<file path="config.mk">
export PLATFORM = sky130hd
export DESIGN_NAME = uart_cmd_ctrl_flat
export DESIGN_NICKNAME = d
export VERILOG_FILES = /design/src/rtl/uart_cmd_ctrl_if.sv /design/src/rtl/uart_cmd_ctrl.sv /design/src/flat_wrapper.sv
export SDC_FILE = /design/constraint.sdc
export NUM_CORES = 1
export LEC_CHECK = 0
export BUFFER_PORTS_ARGS = -buffer_cell sky130_fd_sc_hd__buf_2
export CORE_AREA = 2 2 73 75
export CTS_BUF_LIST = sky130_fd_sc_hd__clkbuf_2
export DETAILED_ROUTE_END_ITERATION = 10
export DIE_AREA = 0 0 75 77
export GPL_TIMING_DRIVEN = 1
export HOLD_SLACK_MARGIN = 0.1
export PLACE_DENSITY = 0.72
export SLEW_MARGIN = 20
export SYNTH_ARGS = -nofsm -noshare
export SYNTH_HDL_FRONTEND = slang
export SYNTH_SLANG_ARGS = --single-unit
</file>
<file path="constraint.sdc">
create_clock -name clk -period 3.1 [get_ports clk]
set_input_delay 0.155 -clock clk [delete_from_list [all_inputs] [get_ports clk]]
set_output_delay 0.155 -clock clk [all_outputs]
set_load 0.01 [all_outputs]
</file>
<file path="src/rtl/uart_cmd_ctrl_if.sv">
// Signal bundle for uart_cmd_ctrl: rx FIFO read side, tx FIFO write side,
// register bus and the busy flag. master = controller, slave = surrounding logic.
interface uart_cmd_ctrl_if #(
    parameter int unsigned FIFO_WIDTH = 8
);
    logic [FIFO_WIDTH-1:0] rx_data;
    logic                  rx_valid;
    logic                  rx_ready;
    logic [FIFO_WIDTH-1:0] tx_wr_data;
    logic                  tx_wr;
    logic                  tx_full;
    logic [7:0]            reg_addr;
    logic [7:0]            reg_wdata;
    logic                  reg_wr;
    logic                  reg_rd;
    logic [7:0]            reg_rdata;
    logic                  busy;

    modport master (
        input  rx_data, rx_valid, tx_full, reg_rdata,
        output rx_ready, tx_wr_data, tx_wr, reg_addr, reg_wdata, reg_wr, reg_rd, busy
    );

    modport slave (
        output rx_data, rx_valid, tx_full, reg_rdata,
        input  rx_ready, tx_wr_data, tx_wr, reg_addr, reg_wdata, reg_wr, reg_rd, busy
    );
endinterface

</file>
<file path="src/rtl/uart_cmd_ctrl.sv">
// UART command controller: parses A5/CMD/ADDR/[DATA]/CHK request frames from the
// rx FIFO, performs one register write or read, and answers 5A/STATUS/[DATA]
// into the tx FIFO. Optional inter-byte timeout enabled by UART_CMD_TIMEOUT_EN.
module uart_cmd_ctrl #(
    parameter int unsigned FIFO_WIDTH     = 8,
    parameter int unsigned TIMEOUT_CYCLES = 100000
) (
    input  logic            clk,
    input  logic            rst,
    uart_cmd_ctrl_if.master bus
);

    localparam logic [7:0] SofReq  = 8'hA5;
    localparam logic [7:0] SofRsp  = 8'h5A;
    localparam logic [7:0] StatAck = 8'h06;
    localparam logic [7:0] StatNak = 8'h15;
    localparam logic [7:0] CmdWr   = 8'h01;
    localparam logic [7:0] CmdRd   = 8'h02;

    // Only byte-wide FIFOs and a non-zero timeout are meaningful.
    if (FIFO_WIDTH != 8 || TIMEOUT_CYCLES == 0) begin : g_cfg_check
        $error("uart_cmd_ctrl: unsupported FIFO_WIDTH or TIMEOUT_CYCLES");
    end

    typedef enum logic [3:0] {
        StIdle,
        StGetCmd,
        StGetAddr,
        StGetData,
        StGetChk,
        StExec,
        StRdWait,
        StRspSof,
        StRspStat,
        StRspData
    } state_e;

    state_e     state_q, state_d;
    logic [7:0] cmd_q, cmd_d;
    logic [7:0] addr_q, addr_d;
    logic [7:0] data_q, data_d;
    logic [7:0] rdata_q, rdata_d;
    logic       ack_q, ack_d;
    logic       rx_ready_q, rx_ready_d;

    logic [7:0] rx_byte;
    logic       accept;
    logic       in_get;
    logic [7:0] chk_exp;
    logic       tx_wr;
    logic [7:0] tx_byte;
    logic       reg_wr;
    logic       reg_rd;

    assign rx_byte = bus.rx_data[7:0];
    assign accept  = rx_ready_q && bus.rx_valid;
    assign in_get  = (state_q == StGetCmd) || (state_q == StGetAddr) ||
                     (state_q == StGetData) || (state_q == StGetChk);
    // Data only contributes to the checksum for write frames.
    assign chk_exp = cmd_q ^ addr_q ^ ((cmd_q == CmdWr) ? data_q : 8'h00);

`ifdef UART_CMD_TIMEOUT_EN
    localparam int unsigned CntW = $clog2(TIMEOUT_CYCLES) + 1;

    logic [CntW-1:0] to_cnt_q, to_cnt_d;
    logic            to_hit;

    // Counts idle cycles while collecting a frame; any accepted byte restarts it.
    always_comb begin
        to_cnt_d = '0;
        to_hit   = 1'b0;
        if (in_get && !accept) begin
            if (to_cnt_q == CntW'(TIMEOUT_CYCLES - 1)) begin
                to_hit = 1'b1;
            end else begin
                to_cnt_d = to_cnt_q + 1'b1;
            end
        end
    end

    // Timeout counter register.
    always_ff @(posedge clk or posedge rst) begin
        if (rst) begin
            to_cnt_q <= '0;
        end else begin
            to_cnt_q <= to_cnt_d;
        end
    end
`endif

    // Next-state and output decode for the frame parser and responder.
    always_comb begin
        state_d = state_q;
        cmd_d   = cmd_q;
        addr_d  = addr_q;
        data_d  = data_q;
        rdata_d = rdata_q;
        ack_d   = ack_q;
        tx_wr   = 1'b0;
        tx_byte = 8'h00;
        reg_wr  = 1'b0;
        reg_rd  = 1'b0;

        case (state_q)
            StIdle: begin
                if (accept && rx_byte == SofReq) begin
                    state_d = StGetCmd;
                end
            end
            StGetCmd: begin
                if (accept) begin
                    cmd_d   = rx_byte;
                    state_d = StGetAddr;
                end
            end
            StGetAddr: begin
                if (accept) begin
                    addr_d  = rx_byte;
                    state_d = (cmd_q == CmdWr) ? StGetData : StGetChk;
                end
            end
            StGetData: begin
                if (accept) begin
                    data_d  = rx_byte;
                    state_d = StGetChk;
                end
            end
            StGetChk: begin
                if (accept) begin
                    // Unknown commands are NAKed just like bad checksums.
                    ack_d   = (rx_byte == chk_exp) && (cmd_q == CmdWr || cmd_q == CmdRd);
                    state_d = StExec;
                end
            end
            StExec: begin
                if (ack_q && cmd_q == CmdWr) begin
                    reg_wr  = 1'b1;
                    state_d = StRspSof;
                end else if (ack_q && cmd_q == CmdRd) begin
                    reg_rd  = 1'b1;
                    state_d = StRdWait;
                end else begin
                    state_d = StRspSof;
                end
            end
            StRdWait: begin
                rdata_d = bus.reg_rdata;
                state_d = StRspSof;
            end
            StRspSof: begin
                if (!bus.tx_full) begin
                    tx_wr   = 1'b1;
                    tx_byte = SofRsp;
                    state_d = StRspStat;
                end
            end
            StRspStat: begin
                if (!bus.tx_full) begin
                    tx_wr   = 1'b1;
                    tx_byte = ack_q ? StatAck : StatNak;
                    state_d = (ack_q && cmd_q == CmdRd) ? StRspData : StIdle;
                end
            end
            StRspData: begin
                if (!bus.tx_full) begin
                    tx_wr   = 1'b1;
                    tx_byte = rdata_q;
                    state_d = StIdle;
                end
            end
            default: state_d = StIdle;
        endcase

`ifdef UART_CMD_TIMEOUT_EN
        if (to_hit) begin
            state_d = StIdle;
        end
`endif

        rx_ready_d = (state_d == StIdle) || (state_d == StGetCmd) || (state_d == StGetAddr) ||
                     (state_d == StGetData) || (state_d == StGetChk);
    end

    // State and frame field registers; rx_ready is registered so it stays low in reset.
    always_ff @(posedge clk or posedge rst) begin
        if (rst) begin
            state_q    <= StIdle;
            cmd_q      <= 8'h00;
            addr_q     <= 8'h00;
            data_q     <= 8'h00;
            rdata_q    <= 8'h00;
            ack_q      <= 1'b0;
            rx_ready_q <= 1'b0;
        end else begin
            state_q    <= state_d;
            cmd_q      <= cmd_d;
            addr_q     <= addr_d;
            data_q     <= data_d;
            rdata_q    <= rdata_d;
            ack_q      <= ack_d;
            rx_ready_q <= rx_ready_d;
        end
    end

    assign bus.rx_ready   = rx_ready_q;
    assign bus.tx_wr      = tx_wr;
    assign bus.tx_wr_data = FIFO_WIDTH'(tx_byte);
    assign bus.reg_addr   = addr_q;
    assign bus.reg_wdata  = data_q;
    assign bus.reg_wr     = reg_wr;
    assign bus.reg_rd     = reg_rd;
    assign bus.busy       = (state_q != StIdle);

endmodule

</file>
<file path="src/flat_wrapper.sv">
// flat-port wrapper written by rule: the top's interface ports become plain ports
module uart_cmd_ctrl_flat 
#(
    parameter int unsigned FIFO_WIDTH     = 8,
    parameter int unsigned TIMEOUT_CYCLES = 100000
)
  (clk, rst, bus_rx_data, bus_rx_valid, bus_tx_full, bus_reg_rdata, bus_rx_ready, bus_tx_wr_data, bus_tx_wr, bus_reg_addr, bus_reg_wdata, bus_reg_wr, bus_reg_rd, bus_busy);
  uart_cmd_ctrl_if #(.FIFO_WIDTH(FIFO_WIDTH)) bus_i ();
  input  logic clk;
  input  logic rst;
  input wire logic [$bits(bus_i.rx_data)-1:0] bus_rx_data;
  input wire logic [$bits(bus_i.rx_valid)-1:0] bus_rx_valid;
  input wire logic [$bits(bus_i.tx_full)-1:0] bus_tx_full;
  input wire logic [$bits(bus_i.reg_rdata)-1:0] bus_reg_rdata;
  output wire logic [$bits(bus_i.rx_ready)-1:0] bus_rx_ready;
  output wire logic [$bits(bus_i.tx_wr_data)-1:0] bus_tx_wr_data;
  output wire logic [$bits(bus_i.tx_wr)-1:0] bus_tx_wr;
  output wire logic [$bits(bus_i.reg_addr)-1:0] bus_reg_addr;
  output wire logic [$bits(bus_i.reg_wdata)-1:0] bus_reg_wdata;
  output wire logic [$bits(bus_i.reg_wr)-1:0] bus_reg_wr;
  output wire logic [$bits(bus_i.reg_rd)-1:0] bus_reg_rd;
  output wire logic [$bits(bus_i.busy)-1:0] bus_busy;
  assign bus_i.rx_data = bus_rx_data;
  assign bus_i.rx_valid = bus_rx_valid;
  assign bus_i.tx_full = bus_tx_full;
  assign bus_i.reg_rdata = bus_reg_rdata;
  assign bus_rx_ready = bus_i.rx_ready;
  assign bus_tx_wr_data = bus_i.tx_wr_data;
  assign bus_tx_wr = bus_i.tx_wr;
  assign bus_reg_addr = bus_i.reg_addr;
  assign bus_reg_wdata = bus_i.reg_wdata;
  assign bus_reg_wr = bus_i.reg_wr;
  assign bus_reg_rd = bus_i.reg_rd;
  assign bus_busy = bus_i.busy;
  uart_cmd_ctrl #(.FIFO_WIDTH(FIFO_WIDTH), .TIMEOUT_CYCLES(TIMEOUT_CYCLES)) u_core (.clk(clk), .rst(rst), .bus(bus_i));
endmodule
</file>
# Yosys cells after proc, flatten, opt, wreduce, memory -nomap -nowiden
# Cells that the tools add are included.
dict set report totals {
  register_bits 38
  output_inout_bits 29
  wordCells 70
  inputBits 20
}
dict set report op_classes {
  n_eq_ne 17
  n_mux 26
  bitwise_logic 2
  reduce_logical 18
}
# operator count
set op_table {}
lappend op_table {{two-way mux 4 bit} 10}
lappend op_table {{case mux 4 bit (10 select lines)} 1}
lappend op_table {{two-way mux 8 bit} 3}
lappend op_table {{case mux 8 bit (3 select lines)} 1}
lappend op_table {{equality test 4 x 3 -> 1 bit, second input constant} 5}
lappend op_table {{equality test 4 x 2 -> 1 bit, second input constant} 4}
lappend op_table {{bitwise XOR 8 bit} 2}
lappend op_table {{equality test 4 x 1 -> 1 bit, second input constant} 2}
lappend op_table {{equality test 4 bit, second input constant} 2}
lappend op_table {{equality test 8 x 1 -> 1 bit, second input constant} 1}
lappend op_table {{equality test 8 x 2 -> 1 bit, second input constant} 1}
lappend op_table {{equality test 8 bit} 1}
lappend op_table {{equality test 8 bit, second input constant} 1}
lappend op_table {{logical NOT 4 bit} 2}
lappend op_table {{two-way mux 1 bit} 8}
lappend op_table {{AND reduction 2 bit} 4}
lappend op_table {{two-way mux 7 bit} 1}
lappend op_table {{logical AND 1 bit} 5}
lappend op_table {{logical OR 1 bit} 5}
lappend op_table {{two-way mux 5 bit} 1}
lappend op_table {{nonzero test 4 bit} 1}
lappend op_table {{two-way mux 3 bit} 1}
lappend op_table {{OR reduction 3 bit} 1}

# Longest topological paths before layout
# Gate-level depths: netlist of the first run.
dict set report logic_depth {
  depth_word 10
  ltp_mapped 7
  depth_no_buf 5
}

# Worst setup path after synthesis of the first run
# No wires, ideal clock.
dict set report synth_path {
  path_type {register to register}
  from {register u_core.state_q[0]}
  to {register u_core.rx_ready_q, in the netlist u_core.bus.rx_ready}
  required_ns 2.976
  stages_incl_launch_ff 8
  setup_time_ns 0.124
  t_arrival_ns 1.709
  n_path_buf 2
  path_slack_ns 1.267
  period_less_slack_ns 1.833
  path_cell_list {dfrtp_1 -> clkbuf_1 -> nand2b_1 -> or4_1 -> clkbuf_1 -> o22a_1 -> nand4_1 -> o31ai_1}
}
dict set report synth_between {
  elab_chain_len 7
  elab_cells_between_ends 28
  classes_between {eq/ne: 13; mux: 9; reduce/logical: 6}
}
# element line
set synth_rtl {}
lappend synth_rtl {{start, declared} uart_cmd_ctrl.sv:38} ;# state_e state_q, state_d;
lappend synth_rtl {{start signal, assigned} uart_cmd_ctrl.sv:187} ;# state_q <= StIdle;
lappend synth_rtl {{start signal, assigned} uart_cmd_ctrl.sv:195} ;# state_q <= state_d;
lappend synth_rtl {{equality test 4 bit, or another cell as far along} uart_cmd_ctrl.sv:104} ;# case (state_q)
lappend synth_rtl {{case mux 4 bit (10 select lines) (*)} uart_cmd_ctrl.sv:104}
lappend synth_rtl {{net u_core.state_d[0]} uart_cmd_ctrl.sv:38}
lappend synth_rtl {{equality test 4 x 1 -> 1 bit or logical NOT 4 bit (tied branches)} uart_cmd_ctrl.sv:180} ;# rx_ready_d = (state_d == StIdle) || (state_d == StGetCmd) || (state_d == StGetAddr) ||
lappend synth_rtl {{logical OR 1 bit (3 in a row)} uart_cmd_ctrl.sv:180}
lappend synth_rtl {{logical OR 1 bit (*)} uart_cmd_ctrl.sv:181} ;# (state_d == StGetData) || (state_d == StGetChk);
lappend synth_rtl {{net u_core.rx_ready_d} uart_cmd_ctrl.sv:44} ;# logic rx_ready_q, rx_ready_d;
lappend synth_rtl {{end signal, assigned} uart_cmd_ctrl.sv:201} ;# rx_ready_q <= rx_ready_d;
lappend synth_rtl {{end, declared} uart_cmd_ctrl.sv:44}
# Mark *: on every way through the listed nets, which the timed path passes. The rest lies on a longest branch.
# A chain may end at the register's enable or synchronous reset.

# Worst setup path in the final report of the first run
dict set report layout_path {
  from {register u_core.cmd_q[7]}
  to {output bus_reg_wr}
}
dict set report layout_between {
  elab_chain_len 4
}
# element line
set layout_rtl {}
lappend layout_rtl {{start, declared} uart_cmd_ctrl.sv:39} ;# logic [7:0] cmd_q, cmd_d;
lappend layout_rtl {{start signal, assigned} uart_cmd_ctrl.sv:196} ;# cmd_q <= cmd_d;
lappend layout_rtl {{equality test 8 x 1 -> 1 bit} uart_cmd_ctrl.sv:136} ;# if (ack_q && cmd_q == CmdWr) begin
lappend layout_rtl {{logical AND 1 bit} uart_cmd_ctrl.sv:136}
lappend layout_rtl {{two-way mux 1 bit} uart_cmd_ctrl.sv:136}
lappend layout_rtl {{two-way mux 1 bit} uart_cmd_ctrl.sv:104}
lappend layout_rtl {{end, declared} flat_wrapper.sv:20} ;# output wire logic [$bits(bus_i.reg_wr)-1:0] bus_reg_wr;
# Every way passes these cells.

==> flow_summary_export.csv, run 1 <==
group,metric,value,unit
pwr,clockPowerShare,0.082,
place,place.gp.congestion,0.864,
floorplanning,die_w,75,um
clocking,clock-sinks,38,
sta,finClkSkew,0.0191,ns
clocking,root_buffer,"clkbuf_2",
setup_path,reg2reg_to,"u_core.bus.rx_ready",
clocking,htreeDepth,2,
hold_path,hold_depth,4,
logic_synthesis,synth-simple-area-share,0.195,
route,drc_errors,0,
sta,max_slew.worst_pin.slew,0.736,ns
place,dp.cells,315,
pwr,p_sw_frac,0.405,
route,vias_per_cell,5.38,
setup_path,start_kind,"register",
logic_synthesis,syn_area,2180,um2
logic_synthesis,synth_warnings,0,
pwr,seqPwrFrac,0.416,
setup_path,r2r-start,"u_core.state_q[0]",
route,firstDrtPassIters,4,
sta,setup_violations,0,
route,totalWireLength,5050,um
setup_path,critPathKind,"reg -> out",
sta,setup_ws,0.690,ns
final_layout,multi_input_area,1180,um2
logic_synthesis,synth_nets,223,
global_routing,overflow,0,
final_layout,drive_above_1_share,0.321,
place,dp.final_hpwl,3570,um
floorplanning,rows,26,
global_routing,grt_pass1_vias,1734,
setup_path,critPathRequiredTime,2.94,ns
final_layout,n_antenna_cell,0,
clocking,cts.path.max_buffers,2,
pwr,ir_worst_vdd,0.451,mV
logic_synthesis,synth_top_area_share,0.436,
pwr,power_frac_comb,0.502,
floorplanning,core_region_area,4980,um2
sta,min_period_over_period,0.777,
sta,slew_viol_final,0,
pwr,internal-power,1.43,mW
logic_synthesis,synth_area_per_cell,10.7,um2
final_layout,fill_cells,463,
route,drt_iter0_drc,98,
hold_path,hold_path_end,"u_core.state_q[1]",
logic_synthesis,synthXorXnorAreaFrac,0.0901,
outcome,status,"finished, final reports clean",
global_routing,grt_pass1_wl,8330,um
floorplanning,io_pins,49,
sta,slew_headroom,0.507,
setup_path,critPathArrivalTime,2.25,ns
final_layout,seq_area,951,um2
global_routing,antenna_found_initial,0,
route,wl_per_cell,14.9,um
sta,fmax,415,MHz
global_routing,grt.total_usage,0.190,
setup_path,ff2ff_path_depth,5,
logic_synthesis,syn_inst,203,
logic_synthesis,ys_seq_elements,38,
floorplanning,die_area,5780,um2
clocking,numCtsBuffers,5,
final_layout,final_cells,338,
logic_synthesis,ys_seq_area_frac,0.436,
final_layout,final_cell_mix,"buf_2 (48), dfrtp_1 (38), mux2_2 (30)",
floorplanning,die_h,77,um
logic_synthesis,ys.flop_type,"dfrtp_1",
final_layout,area_delta_synth_final,23.3,%
logic_synthesis,async_reset_ff_frac,1.00,
logic_synthesis,synth_top_family_by_area,"simple AND/OR/NAND/NOR gates",
clocking,cts_tree,"yes",
hold_path,hold_start,"bus_rx_valid",
sta,min_period,2.41,ns
logic_synthesis,synthMuxAreaShare,0.155,
final_layout,final_common_cell,"buf_2",
flow_run,maxCapViolCount,0,
route,vias,1819,
clocking,post-cts-setup-buffers,0,
sta,rsz0062_at_grt,"no",
global_routing,grt_max_degree,39,
logic_synthesis,synth_edf_count,0,
floorplanning,start_util,0.438,
setup_path,reg2reg_setup_slack,0.90,ns
final_layout,utilization,0.540,
logic_synthesis,yosysTopAreaCell,"dfrtp_1",
route,ant_nets,0,
logic_synthesis,synthAdderAreaFrac,0,
sta,fin_setup_tns,0,ns
logic_synthesis,synth_compound_area_frac,0.102,
pwr,p_sw,971,uW
hold_path,hold_path.class,"in -> reg",
logic_synthesis,ys_types,47,
logic_synthesis,synth_area_leaders,"dfrtp_1 (44%), mux2_2 (15%), xnor3_1 (3.1%)",
setup_path,end_kind,"primary output",
clocking,worstSkewPairLatency,0.39,ns
pwr,power_density,892,nW/um2
final_layout,layout.nets,289,
place,io_buffers,48,
place,dp_slack,0.938,ns
sta,hold_viol,0,
pwr,p_leak,1.26,nW
setup_path,crit_fanout,8,
clocking,clk_pin_slew,0.19,ns
-- kinds of logic after synthesis --
group,Yosys count
compound gates,31
buf+inv,13
mux,30
xor+xnor,16
simple gates,75
flops,38
-- power by group through the flow --
stage	logic [mW]	clock network, mW	registers [mW]
2_1_floorplan	0.909	0	0.959
3_3_place_gp	1.17	0	1.00
3_5_place_dp	1.19	0	1.01
4_1_cts	1.21	0.203	0.998
5_1_grt	1.32	0.228	1.05
6_report	1.20	0.196	0.998
-- worst max-delay path: stages, from the launching register on --
cell,delay (ns)
dfrtp_1,0.45
nor4_1,0.45
nand3_1,0.38
nor3_1,0.40
buf_2,0.20
-- layout make-up --
type                       instances  share of cell area
clock inverter                     1             0.00140
tap                               70              0.0326
inverter                           6             0.00838
timing repair buffer              66               0.155
multi-input combinational        152               0.439
sequential                        38               0.354
clock buffer                       5             0.00931
-- synth_stat cells (2+ instances only) --
| cell | number |
|---|---|
| nor3_1 | 4 |
| xor2_1 | 5 |
| or3_1 | 3 |
| o21ai_0 | 5 |
| nor3b_1 | 2 |
| and3_1 | 4 |
| xnor3_1 | 3 |
| o32ai_1 | 3 |
| nand4_1 | 2 |
| a21o_1 | 2 |
| xnor2_1 | 7 |
| nor4b_1 | 3 |
| inv_1 | 6 |
| mux2_2 | 30 |
| nor2_1 | 16 |
| a21oi_1 | 8 |
| nand2_1 | 13 |
| clkbuf_1 | 7 |
| nand2b_1 | 6 |
| nor4_1 | 4 |
| nand3_1 | 2 |
| o211a_1 | 2 |
| nor2b_1 | 3 |
| a2bb2oi_1 | 2 |
| dfrtp_1 | 38 |
| and2_0 | 2 |
-- worst max-delay path by stage --
| stage | cells after the start | to | startpoint | slack (ns) |
|---|---|---|---|---|
| 2_1_floorplan | 7 | u_core.bus.rx_ready | u_core.state_q[0] | 1.27 |
| 3_3_place_gp | 5 | u_core.ack_q | u_core.cmd_q[7] | 1.0 |
| 3_5_place_dp | 5 | u_core.bus.rx_ready | u_core.state_q[0] | 0.94 |
| 4_1_cts | 4 | bus_reg_wr | u_core.cmd_q[7] | 0.78 |
| 5_1_grt | 4 | bus_reg_wr | u_core.cmd_q[7] | 0.61 |
| 6_report | 4 | bus_reg_wr | u_core.cmd_q[7] | 0.69 |
-- what timing repair did --
item / CTS / global route
hold endpoints to repair: 70 / 0
hold buffers: 17 / 0
gates resized for setup: 0 / 0
-- layer usage --
metal	up-vias	part of all wire	global-route usage
met2	47	0.48	0.282
met3	8	0.057	0.0460
met5	-	0	0
li1	883	-	-
met1	881	0.45	0.265
met4	0	0.017	0.0696
-- stage by stage --
| step | power, mW | hold WS (ns) | cell area [um2] |
|---|---|---|---|
| 2_1_floorplan | 1.87 | 0.272 | 2180 |
| 3_5_place_dp | 2.20 | 0.299 | 2490 |
| 6_report | 2.40 | 0.229 | 2690 |
| 4_1_cts | 2.41 | 0.205 | 2690 |
| 5_1_grt | 2.60 | 0.213 | 2690 |
| 3_3_place_gp | 2.17 | 0.292 | 2490 |
-- registers in the layout, indices dropped and copies added, names as in the netlist --
register              count
u_core.ack_q              1
u_core.bus.reg_addr       8
u_core.bus.reg_wdata      8
u_core.bus.rx_ready       1
u_core.cmd_q              8
u_core.rdata_q            8
u_core.state_q            4
Power figures use the tool's default switching activity.
==> inputs of run 2 (changes only) <==
--- a/config.mk
+++ b/config.mk
@@ -5,11 +5,12 @@
 export SDC_FILE = /design/constraint.sdc
 export NUM_CORES = 1
 export LEC_CHECK = 0
+export ABC_AREA = 1
 export BUFFER_PORTS_ARGS = -buffer_cell sky130_fd_sc_hd__buf_2
-export CORE_AREA = 2 2 73 75
+export CORE_AREA = 2 2 74 76
 export CTS_BUF_LIST = sky130_fd_sc_hd__clkbuf_2
 export DETAILED_ROUTE_END_ITERATION = 10
-export DIE_AREA = 0 0 75 77
+export DIE_AREA = 0 0 76 78
 export GPL_TIMING_DRIVEN = 1
 export HOLD_SLACK_MARGIN = 0.1
 export PLACE_DENSITY = 0.72
==> constraint.sdc (replaced) <==
create_clock -name clk -period 2.5 [get_ports clk]
set_input_delay 0.125 -clock clk [delete_from_list [all_inputs] [get_ports clk]]
set_output_delay 0.125 -clock clk [all_outputs]
set_load 0.01 [all_outputs]
==> flow_summary_export.csv, run 2 <==
group,metric,value,unit
hold_path,hold_path.class,"in -> reg",
logic_synthesis,synth_edf_count,0,
clocking,worstSkewPairLatency,0.40,ns
logic_synthesis,syn_inst,329,
clocking,numCtsBuffers,5,
sta,hold_viol,0,
logic_synthesis,synth_area_per_cell,6.88,um2
route,firstDrtPassIters,4,
global_routing,grt_pass1_vias,2172,
route,drc_errors,0,
clocking,clock-sinks,38,
route,vias,2299,
final_layout,layout.nets,417,
clocking,root_buffer,"clkbuf_2",
logic_synthesis,ys.flop_type,"dfrtp_1",
place,dp.final_hpwl,4020,um
logic_synthesis,ys_seq_area_frac,0.420,
final_layout,final_cells,468,
logic_synthesis,yosysMostFrequentCell,"nand2_1",
logic_synthesis,synthXorXnorAreaFrac,0.0193,
final_layout,fill_cells,502,
floorplanning,rows,26,
final_layout,drive_above_1_share,0.206,
setup_path,end_kind,"primary output",
sta,finClkSkew,0.0169,ns
pwr,power_density,1060,nW/um2
logic_synthesis,ys_types,23,
floorplanning,io_pins,49,
place,place.gp.congestion,0.873,
final_layout,final_common_cell,"nand2_1",
logic_synthesis,synthAdderAreaFrac,0,
global_routing,grt_pass1_wl,9600,um
logic_synthesis,synth_compound_area_frac,0.0907,
sta,min_period_over_period,0.827,
logic_synthesis,yosysTopAreaCell,"dfrtp_1",
logic_synthesis,ys_seq_elements,38,
setup_path,critPathRequiredTime,2.38,ns
pwr,ir_worst_vdd,0.476,mV
clocking,clk_pin_slew,0.21,ns
logic_synthesis,syn_area,2260,um2
route,totalWireLength,5620,um
setup_path,critPathArrivalTime,1.94,ns
logic_synthesis,async_reset_ff_frac,1.00,
final_layout,final_cell_mix,"nand2_1 (107), buf_2 (48), dfrtp_1 (38)",
outcome,status,"finished, final reports clean",
sta,slew_headroom,0.669,
clocking,cts.path.max_buffers,2,
route,ant_nets,0,
flow_run,maxCapViolCount,0,
logic_synthesis,synth_warnings,0,
floorplanning,die_h,78,um
final_layout,n_antenna_cell,0,
global_routing,overflow,0,
place,dp.cells,442,
sta,fin_setup_tns,0,ns
route,vias_per_cell,4.91,
sta,setup_violations,0,
floorplanning,die_area,5930,um2
floorplanning,core_region_area,5040,um2
final_layout,area_delta_synth_final,25.2,%
final_layout,seq_area,951,um2
final_layout,multi_input_area,1080,um2
sta,rsz0062_at_grt,"no",
logic_synthesis,synth_nets,349,
logic_synthesis,synth_top_area_share,0.420,
route,drt_iter0_drc,139,
clocking,cts_tree,"yes",
logic_synthesis,yosys-top-cells-count,"nand2_1 (107), dfrtp_1 (38), inv_1 (37), nand3_1 (30), o21ai_1 (29)",
route,wl_per_cell,12.0,um
floorplanning,start_util,0.449,
sta,min_period,2.07,ns
logic_synthesis,synth_top_family_by_area,"simple AND/OR/NAND/NOR gates",
global_routing,antenna_found_initial,0,
sta,max_slew.worst_pin.slew,0.497,ns
floorplanning,die_w,76,um
setup_path,crit_fanout,8,
pwr,p_leak,1.55,nW
clocking,htreeDepth,2,
logic_synthesis,synth_area_leaders,"dfrtp_1 (42%), nand2_1 (18%), nand3_1 (6.6%)",
setup_path,critPathKind,"reg -> out",
setup_path,start_kind,"register",
place,io_buffers,48,
sta,slew_viol_final,0,
global_routing,grt_max_degree,39,
sta,fmax,484,MHz
logic_synthesis,synthMuxAreaShare,0.0149,
final_layout,utilization,0.562,
global_routing,grt.total_usage,0.202,
logic_synthesis,synth-simple-area-share,0.350,
## run 2: power breakdown
group | leakage, nW | internal [mW] | switching, mW
Sequential | 0.472 | 0.879 | 0.242
Combinational | 1.02 | 0.536 | 0.866
Clock | 0.0506 | 0.266 | 0.213
## run 2: cells by family after synthesis
family,count (synthesis)
flops,38
xor+xnor,5
buf+inv,59
mux,3
compound gates,40
simple gates,184
## run 2: final timing paths
| path | from | end | slack (ns) | cells past startpoint |
|---|---|---|---|---|
| max in group asynchronous | rst | u_core.state_q[3] | 1.80 | 4 |
| worst min-delay path | bus_rx_valid | u_core.bus.reg_addr[1] | 0.28 | 5 |
| worst max-delay path | u_core.state_q[1] | bus_tx_wr_data[0] | 0.43 | 8 |
| min in group asynchronous | rst | u_core.rdata_q[3] | 0.34 | 4 |
| worst min register to register | u_core.rdata_q[1] | u_core.rdata_q[1] | 0.52 | 1 |
| worst max register to register | u_core.state_q[1] | u_core.bus.rx_ready | 0.81 | 6 |
## run 2: metrics by stage
stage               setup WS (ns)  hold WS [ns]  power (mW)  area, um2
floorplan                    1.07         0.252        2.13       2260
finish                      0.432         0.277        3.00       2830
CTS                         0.435         0.266        3.02       2830
global placement            0.904         0.266        2.45       2560
global route                0.259         0.314        3.30       2830
detailed placement          0.913         0.272        2.50       2560
## run 2: cell type report
cell class | count | area share
inverter | 52 | 0.0689
multi-input combinational | 232 | 0.380
timing repair buffer | 68 | 0.154
clock buffer | 5 | 0.00883
clock inverter | 3 | 0.0225
tap | 70 | 0.0309
sequential | 38 | 0.336
## run 2: critical path: stages, from the launching register on
cell,delay [ns]
dfrtp_1,0.53
nor2_2,0.27
inv_2,0.05
nor2_2,0.15
inv_2,0.07
nor2_2,0.13
inv_2,0.08
o21ai_1,0.12
buf_2,0.15
## run 2: metal layers
| metal | global-route usage | up-vias | routed length [um] |
|---|---|---|---|
| li1 | - | 1169 | - |
| met1 | 0.259 | 1062 | 2610 |
| met2 | 0.348 | 62 | 2670 |
| met3 | 0.0372 | 6 | 273 |
| met4 | 0.0618 | 0 | 63 |
| met5 | 0 | - | 0 |
## run 2: repair_timing
action | 4_1_cts | 5_1_grt
hold endpoints to repair | 71 | 0
hold buffers | 18 | 0
buffers inserted | 0 | 0
resized for setup | 0 | 0
